[src/rtl/litepcie_usp_pkg.sv]
// ============================================================================
//  Module      : litepcie_usp_pkg
//  Description : Shared definitions for the UltraScale+ PCIe adapters.
//                - Legacy 3DW TLP header field offsets (shared with CQ).
//                - CC descriptor field offsets.
//                - Completion TLP type constants and status encodings.
//                - Helpers that rewrite a completion header into a CC
//                  descriptor.
//  Ports       : none (package)
//  Revision    : 1.0 - initial release
// ============================================================================
`default_nettype none

package litepcie_usp_pkg;

  // Legacy header field offsets, as bit positions in the first 96 bits.
  localparam int LEG_LEN_LSB    = 0;   // DW0 length[9:0]
  localparam int LEG_ATTR_LSB   = 12;  // DW0 attr[13:12]
  localparam int LEG_EP_BIT     = 14;  // DW0 poisoned
  localparam int LEG_ATTR2_BIT  = 18;  // DW0 ID-based ordering
  localparam int LEG_TC_LSB     = 20;  // DW0 traffic class
  localparam int LEG_TYPE_LSB   = 24;  // DW0 type[4:0]
  localparam int LEG_FMT_LSB    = 29;  // DW0 fmt[2:0]
  localparam int LEG_BC_LSB     = 32;  // DW1 byte count[11:0]
  localparam int LEG_STATUS_LSB = 45;  // DW1 completion status
  localparam int LEG_CID_LSB    = 48;  // DW1 completer ID
  localparam int LEG_LADDR_LSB  = 64;  // DW2 lower address[6:0]
  localparam int LEG_TAG_LSB    = 72;  // DW2 tag
  localparam int LEG_RID_LSB    = 80;  // DW2 requester ID

  // CC descriptor field offsets.
  localparam int CC_LADDR_LSB   = 0;
  localparam int CC_BC_LSB      = 16;
  localparam int CC_LOCKED_BIT  = 29;
  localparam int CC_DWCNT_LSB   = 32;
  localparam int CC_STATUS_LSB  = 43;
  localparam int CC_EP_BIT      = 46;
  localparam int CC_RID_LSB     = 48;
  localparam int CC_TAG_LSB     = 64;
  localparam int CC_CID_LO_LSB  = 72;
  localparam int CC_CID_HI_LSB  = 80;
  localparam int CC_TC_LSB      = 89;
  localparam int CC_ATTR_LSB    = 92;

  // Number of header dwords in a legacy completion TLP.
  localparam logic [10:0] LEG_HDR_DWORDS = 11'd3;

  localparam logic [4:0] TLP_TYPE_CPL    = 5'b01010;
  localparam logic [4:0] TLP_TYPE_CPL_LK = 5'b01011;

  typedef enum logic [2:0] {
    CPL_STATUS_SC  = 3'b000,
    CPL_STATUS_UR  = 3'b001,
    CPL_STATUS_CRS = 3'b010,
    CPL_STATUS_CA  = 3'b100
  } cpl_status_e;

  // Payload dwords announced by a completion header; no-data completions
  // (fmt[1]=0) carry none, and a length field of 0 encodes 1024.
  function automatic logic [10:0] cc_dword_count(input logic [95:0] hdr);
    logic [9:0] len;
    len = hdr[LEG_LEN_LSB +: 10];
    if (!hdr[LEG_FMT_LSB + 1]) begin
      return 11'd0;
    end
    return (len == 10'd0) ? 11'd1024 : {1'b0, len};
  endfunction

  // Rewrite a legacy 3DW completion header into the 96-bit CC descriptor.
  function automatic logic [95:0] cc_build_desc(input logic [95:0] hdr);
    logic [95:0] d;
    logic [11:0] bc;
    d  = '0;
    bc = hdr[LEG_BC_LSB +: 12];
    d[CC_LADDR_LSB +: 7]  = hdr[LEG_LADDR_LSB +: 7];
    // A byte count of 0 means 4096 bytes remaining.
    d[CC_BC_LSB +: 13]    = (bc == 12'd0) ? 13'd4096 : {1'b0, bc};
    d[CC_LOCKED_BIT]      = (hdr[LEG_TYPE_LSB +: 5] == TLP_TYPE_CPL_LK);
    d[CC_DWCNT_LSB +: 11] = cc_dword_count(hdr);
    d[CC_STATUS_LSB +: 3] = hdr[LEG_STATUS_LSB +: 3];
    d[CC_EP_BIT]          = hdr[LEG_EP_BIT];
    d[CC_RID_LSB +: 16]   = hdr[LEG_RID_LSB +: 16];
    d[CC_TAG_LSB +: 8]    = hdr[LEG_TAG_LSB +: 8];
    d[CC_CID_LO_LSB +: 8] = hdr[LEG_CID_LSB +: 8];
    d[CC_CID_HI_LSB +: 8] = hdr[LEG_CID_LSB + 8 +: 8];
    d[CC_TC_LSB +: 3]     = hdr[LEG_TC_LSB +: 3];
    d[CC_ATTR_LSB +: 3]   = {hdr[LEG_ATTR2_BIT], hdr[LEG_ATTR_LSB +: 2]};
    return d;
  endfunction

  function automatic logic [3:0] popcount8(input logic [7:0] v);
    logic [3:0] n;
    n = 4'd0;
    for (int i = 0; i < 8; i++) begin
      n = n + {3'd0, v[i]};
    end
    return n;
  endfunction

endpackage

`default_nettype wire

[src/rtl/axis_skid_buf.sv]
// ============================================================================
//  Module      : axis_skid_buf
//  Description : Fully registered AXI-stream skid buffer (main + spare).
//                One cycle latency, full throughput, registered in_ready_o.
//  Ports       : clk_i, rst_i (async, active high)
//                in_data_i/in_valid_i/in_ready_o   upstream side
//                out_data_o/out_valid_o/out_ready_i downstream side
//  Revision    : 1.0 - initial release
// ============================================================================
`default_nettype none

module axis_skid_buf #(
  parameter int WIDTH = 32
) (
  input  logic             clk_i,
  input  logic             rst_i,
  input  logic [WIDTH-1:0] in_data_i,
  input  logic             in_valid_i,
  output logic             in_ready_o,
  output logic [WIDTH-1:0] out_data_o,
  output logic             out_valid_o,
  input  logic             out_ready_i
);

  logic [WIDTH-1:0] main_data_q,  main_data_d;
  logic             main_valid_q, main_valid_d;
  logic [WIDTH-1:0] spare_data_q,  spare_data_d;
  logic             spare_valid_q, spare_valid_d;
  logic             ready_q, ready_d;
  logic             w_in_fire;

  // ready_q mirrors !spare_valid_q except straight after reset, where it is
  // held low for one cycle so every output starts at 0.
  assign w_in_fire = in_valid_i && ready_q;

  always_comb begin
    main_data_d   = main_data_q;
    main_valid_d  = main_valid_q;
    spare_data_d  = spare_data_q;
    spare_valid_d = spare_valid_q;
    if (!main_valid_q || out_ready_i) begin
      // Main register is free this cycle: refill from spare first so that
      // ordering is preserved, else take the incoming beat directly.
      if (spare_valid_q) begin
        main_data_d   = spare_data_q;
        main_valid_d  = 1'b1;
        spare_valid_d = 1'b0;
      end else if (w_in_fire) begin
        main_data_d  = in_data_i;
        main_valid_d = 1'b1;
      end else begin
        main_valid_d = 1'b0;
      end
    end else if (w_in_fire) begin
      // Main is stalled: park the beat accepted on the previous ready.
      spare_data_d  = in_data_i;
      spare_valid_d = 1'b1;
    end
    ready_d = !spare_valid_d;
  end

  always_ff @(posedge clk_i or posedge rst_i) begin
    if (rst_i) begin
      main_data_q   <= '0;
      main_valid_q  <= 1'b0;
      spare_data_q  <= '0;
      spare_valid_q <= 1'b0;
      ready_q       <= 1'b0;
    end else begin
      main_data_q   <= main_data_d;
      main_valid_q  <= main_valid_d;
      spare_data_q  <= spare_data_d;
      spare_valid_q <= spare_valid_d;
      ready_q       <= ready_d;
    end
  end

  assign in_ready_o  = ready_q;
  assign out_data_o  = main_data_q;
  assign out_valid_o = main_valid_q;

endmodule

`default_nettype wire

[src/rtl/s_axis_cc_adapt_x8.sv]
// ============================================================================
//  Module      : s_axis_cc_adapt_x8
//  Description : Completer-completion adapter, UltraScale+ Gen3 x8, 256-bit.
//                Rewrites legacy 3DW completion headers into the 96-bit CC
//                descriptor, converts byte keep to dword keep, checks the
//                payload length and drives s_axis_cc through a skid buffer.
//  Options     : `define S_AXIS_CC_PARITY_EN  -> odd parity per output byte
//                on s_axis_cc_tuser_a[32:1]; otherwise those bits are 0.
//  Ports       : user_clk, user_reset (async, active high)
//                s_axis_cc_t*      legacy TLP input stream
//                s_axis_cc_t*_a    CC stream to the IP (tready_a[0] used)
//                cc_len_err        one-cycle pulse on payload length mismatch
//  Revision    : 1.0 - initial release
// ============================================================================
`default_nettype none

module s_axis_cc_adapt_x8 #(
  parameter int DATA_WIDTH = 256,  // only 256 is supported
  parameter int KEEP_WIDTH = DATA_WIDTH / 8
) (
  input  logic                      user_clk,
  input  logic                      user_reset,
  input  logic [DATA_WIDTH-1:0]     s_axis_cc_tdata,
  input  logic [KEEP_WIDTH-1:0]     s_axis_cc_tkeep,
  input  logic                      s_axis_cc_tlast,
  input  logic [3:0]                s_axis_cc_tuser,
  input  logic                      s_axis_cc_tvalid,
  output logic                      s_axis_cc_tready,
  output logic [DATA_WIDTH-1:0]     s_axis_cc_tdata_a,
  output logic [DATA_WIDTH/32-1:0]  s_axis_cc_tkeep_a,
  output logic                      s_axis_cc_tlast_a,
  output logic [32:0]               s_axis_cc_tuser_a,
  output logic                      s_axis_cc_tvalid_a,
  input  logic [3:0]                s_axis_cc_tready_a,
  output logic                      cc_len_err
);

  import litepcie_usp_pkg::*;

  localparam int DWK    = DATA_WIDTH / 32;
  localparam int USER_W = 33;
  localparam int BUF_W  = USER_W + 1 + DWK + DATA_WIDTH;

  logic [DWK-1:0]        w_keep_a;
  logic [DWK-1:0]        w_keep_unused;
  logic [3:0]            w_pop;
  logic [DATA_WIDTH-1:0] w_data;
  logic [10:0]           w_exp_dw;
  logic [10:0]           w_cnt_total;
  logic                  w_len_bad;
  logic                  w_disc;
  logic                  w_fire;
  logic [USER_W-1:0]     w_user;
  logic [BUF_W-1:0]      w_buf_in;
  logic [BUF_W-1:0]      w_buf_out;

  logic        sop_q, sop_d;
  logic [10:0] cnt_q, cnt_d;
  logic [10:0] exp_dw_q, exp_dw_d;
  logic        disc_q, disc_d;
  logic        len_err_q, len_err_d;

  // Keep is dword granular: the low byte enable of each dword stands for it.
  for (genvar gi = 0; gi < DWK; gi++) begin : g_keep
    assign w_keep_a[gi]      = s_axis_cc_tkeep[4*gi];
    assign w_keep_unused[gi] = ^s_axis_cc_tkeep[4*gi+1 +: 3];
  end

  assign w_pop  = popcount8(w_keep_a);
  assign w_fire = s_axis_cc_tvalid && s_axis_cc_tready;

  always_comb begin
    w_data = s_axis_cc_tdata;
    if (sop_q) begin
      w_data[95:0] = cc_build_desc(s_axis_cc_tdata[95:0]);
    end
  end

  // The expected count comes from the live header on a first beat so that
  // single-beat packets are checked on the same beat.
  assign w_exp_dw    = sop_q ? cc_dword_count(s_axis_cc_tdata[95:0]) : exp_dw_q;
  assign w_cnt_total = cnt_q + {7'd0, w_pop} - (sop_q ? LEG_HDR_DWORDS : 11'd0);
  assign w_len_bad   = (w_cnt_total != w_exp_dw);
  assign w_disc      = s_axis_cc_tlast && (disc_q || s_axis_cc_tuser[0] || w_len_bad);

  always_comb begin
    sop_d     = sop_q;
    cnt_d     = cnt_q;
    exp_dw_d  = exp_dw_q;
    disc_d    = disc_q;
    len_err_d = 1'b0;
    if (w_fire) begin
      if (s_axis_cc_tlast) begin
        sop_d     = 1'b1;
        cnt_d     = 11'd0;
        disc_d    = 1'b0;
        len_err_d = w_len_bad;
      end else begin
        sop_d  = 1'b0;
        cnt_d  = w_cnt_total;
        disc_d = disc_q || s_axis_cc_tuser[0];
        if (sop_q) begin
          exp_dw_d = w_exp_dw;
        end
      end
    end
  end

  always_ff @(posedge user_clk or posedge user_reset) begin
    if (user_reset) begin
      sop_q     <= 1'b1;
      cnt_q     <= 11'd0;
      exp_dw_q  <= 11'd0;
      disc_q    <= 1'b0;
      len_err_q <= 1'b0;
    end else begin
      sop_q     <= sop_d;
      cnt_q     <= cnt_d;
      exp_dw_q  <= exp_dw_d;
      disc_q    <= disc_d;
      len_err_q <= len_err_d;
    end
  end

`ifdef S_AXIS_CC_PARITY_EN
  // Odd parity: each byte plus its parity bit holds an odd number of ones.
  logic [KEEP_WIDTH-1:0] w_par;
  for (genvar gb = 0; gb < KEEP_WIDTH; gb++) begin : g_par
    assign w_par[gb] = ~^w_data[8*gb +: 8];
  end
  assign w_user = {w_par, w_disc};
`else
  assign w_user = {{(USER_W-1){1'b0}}, w_disc};
`endif

  assign w_buf_in = {w_user, s_axis_cc_tlast, w_keep_a, w_data};

  axis_skid_buf #(
    .WIDTH (BUF_W)
  ) u_skid (
    .clk_i       (user_clk),
    .rst_i       (user_reset),
    .in_data_i   (w_buf_in),
    .in_valid_i  (s_axis_cc_tvalid),
    .in_ready_o  (s_axis_cc_tready),
    .out_data_o  (w_buf_out),
    .out_valid_o (s_axis_cc_tvalid_a),
    .out_ready_i (s_axis_cc_tready_a[0])
  );

  assign {s_axis_cc_tuser_a, s_axis_cc_tlast_a, s_axis_cc_tkeep_a, s_axis_cc_tdata_a} = w_buf_out;
  assign cc_len_err = len_err_q;

  logic unused_ok;
  assign unused_ok = ^{s_axis_cc_tuser[3:1], s_axis_cc_tready_a[3:1], w_keep_unused};

endmodule

`default_nettype wire

[config.mk]
export PLATFORM = sky130hd
export DESIGN_NAME = s_axis_cc_adapt_x8
export DESIGN_NICKNAME = d
export VERILOG_FILES = /design/src/rtl/litepcie_usp_pkg.sv /design/src/rtl/axis_skid_buf.sv /design/src/rtl/s_axis_cc_adapt_x8.sv
export SDC_FILE = /design/constraint.sdc
export NUM_CORES = 1
export LEC_CHECK = 0
export ABC_AREA = 1
export BUFFER_PORTS_ARGS = -buffer_cell sky130_fd_sc_hd__buf_2
export CAP_MARGIN = 5
export CORE_MARGIN = 5
export CORE_UTILIZATION = 50
export CTS_CLUSTER_SIZE = 25
export DETAILED_ROUTE_END_ITERATION = 8
export GPL_TIMING_DRIVEN = 0
export PLACE_DENSITY = 0.75
export SLEW_MARGIN = 20
export SYNTH_ARGS = -nofsm -noshare
export SYNTH_HDL_FRONTEND = slang
export SYNTH_SLANG_ARGS = --single-unit
[constraint.sdc]
create_clock -name user_clk -period 29.2 [get_ports user_clk]
set_clock_uncertainty 0.2 [all_clocks]
set_input_delay 2.92 -clock user_clk [delete_from_list [all_inputs] [get_ports user_clk]]
set_output_delay 2.92 -clock user_clk [all_outputs]
set_load 0.02 [all_outputs]
# Word level (Yosys, flattened, before mapping)
# Index checks and enable logic that the tools add are counted.
# W data, S select, Z words.
# classes
n_reduce_logical	13
n_bitwise	2
eq_ne	2
n_mux	21
add_sub_neg	9
# op_table
operator	n
$mux W298	2
$mux W96	1
$mux W11	6
$add A4 B1 Y4	4
$mux W13	1
$logic_not A12 Y1	1
$add A11 B4 Y11	1
$ne A11 B11 Y1	1
$sub A11 B2 Y11	1
$logic_not A10 Y1	1
$mux W1	10
$eq A5 B4 Y1 const B	1
$add A3 B1 Y4	1
$reduce_and A2 Y1	2
$add A2 B1 Y3	1
$logic_or A1 B1 Y1	3
$reduce_and A3 Y1	1
$add A1 B1 Y2	1
$logic_and A1 B1 Y1	2
$logic_not A1 Y1	2
$mux W2	1
$not A1 Y1	2
$reduce_bool A2 Y1	1
# totals
reg_bits	592

# Longest topological paths before layout
# logic_depth
ltp_word	14
depth_mapped	26

# Modules after synthesis
# A second synthesis with hierarchy kept.
# hier_totals
hier_cells	4116
area_unflattened_um2	30269.0
# by_module_without_submodules
module	seq_area_each_um2	area_per_inst_um2	cells_each	instances
axis_skid_buf	14989.4	26798.2	3523	1
s_axis_cc_adapt_x8	626.9	3470.8	593	1

# Worst setup path before layout
# No wires, ideal clock.
# synth_timing
kind	input to register
startpoint	input port s_axis_cc_tkeep[12]
endpoint	register u_skid.main_data_q[265], in the netlist u_skid.out_data_o[265]
t_arrival_ns	6.144
path_stages	22
setup_time_ns	0.116
setup_slack_ns	22.740
t_required_ns	28.884
path_cell_list	fa_1 inv_1 fa_1 fa_1 fa_1 inv_1 fa_1 nand2_1 nand2_1 nand3_2 nand2_1 nand2_1 nand2_1 nor2_1 nor2_2 nand2_1 nor2_2 nand3_2 nand2_2 nand2_1 nand2_1 nand2_1
# synth_via
elab_chain_len	12
# synth_rtl
item	line_no	text
start: declaration	s_axis_cc_adapt_x8.sv:24	input logic [KEEP_WIDTH-1:0] s_axis_cc_tkeep,
$add A3 B1 Y4	litepcie_usp_pkg.sv:95	n = n + {3'd0, v[i]};
$add A4 B1 Y4 (4 in a row)	litepcie_usp_pkg.sv:95	
$add A11 B4 Y11	s_axis_cc_adapt_x8.sv:82	assign w_cnt_total = cnt_q + {7'd0, w_pop} - (sop_q ? LEG_HDR_DWORDS : 11'd0);
$sub A11 B2 Y11	s_axis_cc_adapt_x8.sv:82	
$ne A11 B11 Y1	s_axis_cc_adapt_x8.sv:83	assign w_len_bad = (w_cnt_total != w_exp_dw);
$logic_or A1 B1 Y1	s_axis_cc_adapt_x8.sv:84	assign w_disc = s_axis_cc_tlast && (disc_q || s_axis_cc_tuser[0] || w_len_bad);
$logic_and A1 B1 Y1	s_axis_cc_adapt_x8.sv:84	
$mux W298	axis_skid_buf.sv:48	end else if (w_in_fire) begin
$mux W298	axis_skid_buf.sv:44	if (spare_valid_q) begin
end signal: assignment	axis_skid_buf.sv:70	main_data_q <= main_data_d;
end: declaration	axis_skid_buf.sv:25	logic [WIDTH-1:0] main_data_q, main_data_d;
# Every way passes these cells. The select of a mux whose other input is x is not followed.
# A chain may end at the register's enable or synchronous reset.

# Final worst setup path
# Same ends and word-level chain as after synthesis.

==> results.sh <==
export IMPL_die_area_um2=55300
export IMPL_filler_cell_count=4477
export IMPL_cts_path_max_buffers=3
export IMPL_dr_pass1_iters=6
export IMPL_drtIter0Drc=2078
export IMPL_yosysSeqAreaShare_pct=55.3
export IMPL_dieHeight_um=235
export IMPL_final_min_period_over_clock_period_pct=21.8
export IMPL_worstPathArrival_ns=6.67
export IMPL_cts_htree_levels=2
export IMPL_synth_area_per_cell_um2=8.14
export IMPL_leading_cell_type_by_number_of_instances_after_synthesis="sky130_fd_sc_hd__nand2_1"
export IMPL_synth_cell_type_count=34
export IMPL_layout_nets=4082
export IMPL_synthDominantAreaCellType="sky130_fd_sc_hd__dfrtp_1"
export IMPL_worstSkewPairLatency_ns=0.63
export IMPL_postLayoutSetupSlackWorst_ns=22.84
export IMPL_totalWireLength_um=88200
export IMPL_worst_endpoint_required_ns=29.51
export IMPL_run_status="complete, no violations"
export IMPL_cts_tree="done"
export IMPL_wire_length_per_cell_after_detailed_routing_um=19.6
export IMPL_vias_in_the_first_global_route=23400
export IMPL_max_slew_margin_pct=27.1
export IMPL_finalSetupViolations=0
export IMPL_power_leakage_nw=15.9
export IMPL_netlist_area_um2=25300
export IMPL_startpoint_type="input port"
export IMPL_critical_path_most_common_cell="sky130_fd_sc_hd__nand2_1"
export IMPL_asr_flop_ratio_synth_pct=100
export IMPL_timing_fmax_mhz=157
export IMPL_crit_family="adder cells"
export IMPL_critical_path_n_buffers_inverters=3
export IMPL_critical_path_max_fanout=5
export IMPL_flip_flop_and_latch_count_after_synthesis=560
export IMPL_remaining_drc_errors=0
export IMPL_postSynth_topFlopCell="sky130_fd_sc_hd__dfrtp_1"
export IMPL_cts_inserted_buffers=59
export IMPL_crit_slowest_cell="sky130_fd_sc_hd__fa_1"
export IMPL_final_total_negative_setup_slack_ns=0
export IMPL_routabilityCongestion=0.983
export IMPL_cts_clk_slew_worst_paths_ns=0.06
export IMPL_synth_top_cells_by_area="sky130_fd_sc_hd__dfrtp_1 (55%), sky130_fd_sc_hd__nand2_1 (19%), sky130_fd_sc_hd__a31oi_1 (6.0%)"
export IMPL_holdBufCountCts=0
export IMPL_io_buffer_count=538
export IMPL_post_place_ws_ns=22.21
export IMPL_cpPeakStageDelay_ns=0.53
export IMPL_area_growth_syn_to_fin_pct=22.7
export IMPL_hpwl_after_detailed_placement_um=65400
export IMPL_pin_count_of_the_biggest_net_entering_global_routing=107
export IMPL_detailroute_via_count=24200
export IMPL_synth_warning_count=0
export IMPL_tritoncts_num_sinks=560
export IMPL_coreArea_um2=50200
export IMPL_clk_root_buffer_cell="sky130_fd_sc_hd__clkbuf_16"
export IMPL_synthDominantCellAreaShare_pct=55.2
export IMPL_power_density_nw_per_um2=96.0
export IMPL_initial_utilization_pct=50.5
export IMPL_critical_path_class="in -> reg"
export IMPL_routed_vias_inst=5.40
export IMPL_worst_pin_slew_ns=1.09
export IMPL_critPathCaptureType="flop"
export IMPL_antenna_found_initial=26
export IMPL_slew_violations=0
export IMPL_post_synth_edffs=0
export IMPL_reg2reg_from="sop_q"
export IMPL_post_route_cells_drive_above_1_share_pct=20.6
export IMPL_post_layout_minimum_cycle_time_ns=6.36
export IMPL_rsz_0062_raised_after_global_routing="no"
export IMPL_hold_violations=0
export IMPL_chipWidth_um=235
export IMPL_cts_post_setup_buffers_inserted=0
export IMPL_synthesis_instances=3113
export IMPL_post_cts_resize_count=0
export IMPL_cell_breakdown_of_the_critical_path="buf_2 -> fa_1 -> inv_1 -> fa_1 -> fa_1 -> fa_1 -> inv_1 -> fa_1 -> nand2_1 -> nand2_1 -> nand4_1 -> nand2_1 -> nand2_1 -> nand2_1 -> nand2_1 -> nand2_1 -> nand2_1 -> nor2_2 -> nand3_2 -> nand2_2 -> nand2_1 -> nand2_1 -> nand2_1"
export IMPL_grt_overflow_total=0
export IMPL_grt_use_total_pct=30.6
export IMPL_worst_case_vdd_ir_drop_mv=0.0547
export IMPL_floorplan_io_pins=601
export IMPL_cap_violations=0
export IMPL_min_from="u_skid.spare_data_q[244]"
export IMPL_hold_class="reg -> reg"
export IMPL_synth_top_cells_by_count="sky130_fd_sc_hd__nand2_1 (1,299), sky130_fd_sc_hd__dfrtp_1 (559), sky130_fd_sc_hd__nor2_1 (295), sky130_fd_sc_hd__a31oi_1 (245), sky130_fd_sc_hd__a21oi_1 (171)"
export IMPL_route_antenna_remaining_nets=0
export IMPL_grt_first_pass_wirelength_um=135000
export IMPL_std_cell_rows=82
export IMPL_timing_critical_path_from="s_axis_cc_tkeep[12]"
power breakdown:
group / leakage [nW] / internal, mW / total [mW] / switching (mW)
Sequential: 6.69 / 1.03 / 1.17 / 0.143
Combinational: 8.31 / 0.360 / 1.07 / 0.715
Clock: 0.956 / 0.421 / 0.744 / 0.323
area by class of cell:
| type | instances | area [µm²] | area share [%] |
|---|---|---|---|
| buffer | 230 | 1120 | 3.59 |
| tap | 672 | 841 | 2.70 |
| clock inverter | 24 | 185 | 0.595 |
| timing repair buffer | 543 | 2830 | 9.10 |
| sequential | 560 | 14000 | 45.1 |
| clock buffer | 88 | 1740 | 5.58 |
| antenna | 19 | 47.5 | 0.153 |
| inverter | 101 | 389 | 1.25 |
| multi-input combinational | 2253 | 9940 | 32.0 |
registers in the layout, indices dropped and copies added (netlist names):
signal	cells
u_skid.out_data_o	266
sop_q	1
u_skid.in_ready_o	1
u_skid.out_valid_o	1
exp_dw_q	11
cnt_q	11
disc_q	1
u_skid.spare_valid_q	1
cc_len_err	1
u_skid.spare_data_q	266
stage by stage:
| step | utilization [%] | instance area (µm²) | hold WS [ns] | power, mW | instances |
|---|---|---|---|---|---|
| after floorplan | - | 25500 | 0.242 | 1.87 | 3144 |
| after global placement | 57.8 | 29000 | 0.253 | 2.22 | 4354 |
| after detailed placement | 58.1 | 29100 | 0.258 | 2.24 | 4359 |
| after CTS | 61.9 | 31100 | 0.273 | 2.99 | 4471 |
| after global routing | 62.0 | 31100 | 0.282 | 3.17 | 4484 |
| final | 62.0 | 31100 | 0.269 | 2.99 | 4490 |
worst register-to-register path: cells and delay by family, from the launching register on:
family,cells,cell delay [ns]
adder cells (fa/ha/maj),4,1.60
buffers and inverters,5,0.88
flip-flops,1,0.56
AND/OR/NAND/NOR,14,1.23
cell families (layout without fill, tap and decap cells):
logic type               count (synthesis)  count (layout)  share of synthesized area, %
XOR/XNOR                                 8               8                         0.276
AND/OR/NAND/NOR                       1646            1646                          24.9
adder cells (fa/ha/maj)                 34              34                          1.86
AO/OA/AOI/OAI                          533             533                          11.8
other                                    1              51                        0.0148
flip-flops                             560             560                          55.3
buffers and inverters                  331             986                          5.91
final timing paths:
check | to | slack [ns] | depth (start not counted)
worst max-delay path | u_skid.out_data_o[265] | 22.84 | 23
worst min-delay path | u_skid.spare_data_q[244] | 0.27 | 2
worst max register to register | u_skid.out_data_o[265] | 24.64 | 23
worst min register to register | u_skid.spare_data_q[244] | 0.27 | 2
max in group asynchronous | u_skid.out_data_o[81] | 24.85 | 5
min in group asynchronous | u_skid.out_data_o[223] | 2.13 | 2
layer usage:
layer	global-route usage [%]	part of all wire, %	up-vias
met5	0	0.099	-
met4	13.7	4.7	14
met3	6.56	8.5	247
met2	49.6	47	1124
met1	40.0	40	11600
li1	-	-	11300
cell usage in the layout, fill, tap and decap left out, drive strengths merged:
| cell | Yosys | routed |
|---|---|---|
| fa | 6 | 6 |
| a211oi | 1 | 1 |
| xnor2 | 3 | 3 |
| xor2 | 5 | 5 |
| nor2 | 298 | 298 |
| bufinv | 0 | 1 |
| buf | 129 | 672 |
| or2 | 1 | 1 |
| diode | 0 | 19 |
| clkinv | 1 | 21 |
| nor4 | 1 | 1 |
| o22ai | 4 | 4 |
| nand3b | 2 | 2 |
| clkinvlp | 0 | 1 |
| nand2 | 1301 | 1301 |
| a22o | 1 | 1 |
| o21ai | 111 | 111 |
| dfstp | 1 | 1 |
| conb | 1 | 32 |
| nand3 | 34 | 34 |
| dfrtp | 559 | 559 |
| nand4 | 7 | 7 |
| a31oi | 245 | 245 |
| clkbuf | 101 | 189 |
| a21oi | 171 | 171 |
| ha | 28 | 28 |
| inv | 100 | 102 |
| nor3 | 2 | 2 |
No activity file was read; power rests on OpenSTA's default activity.
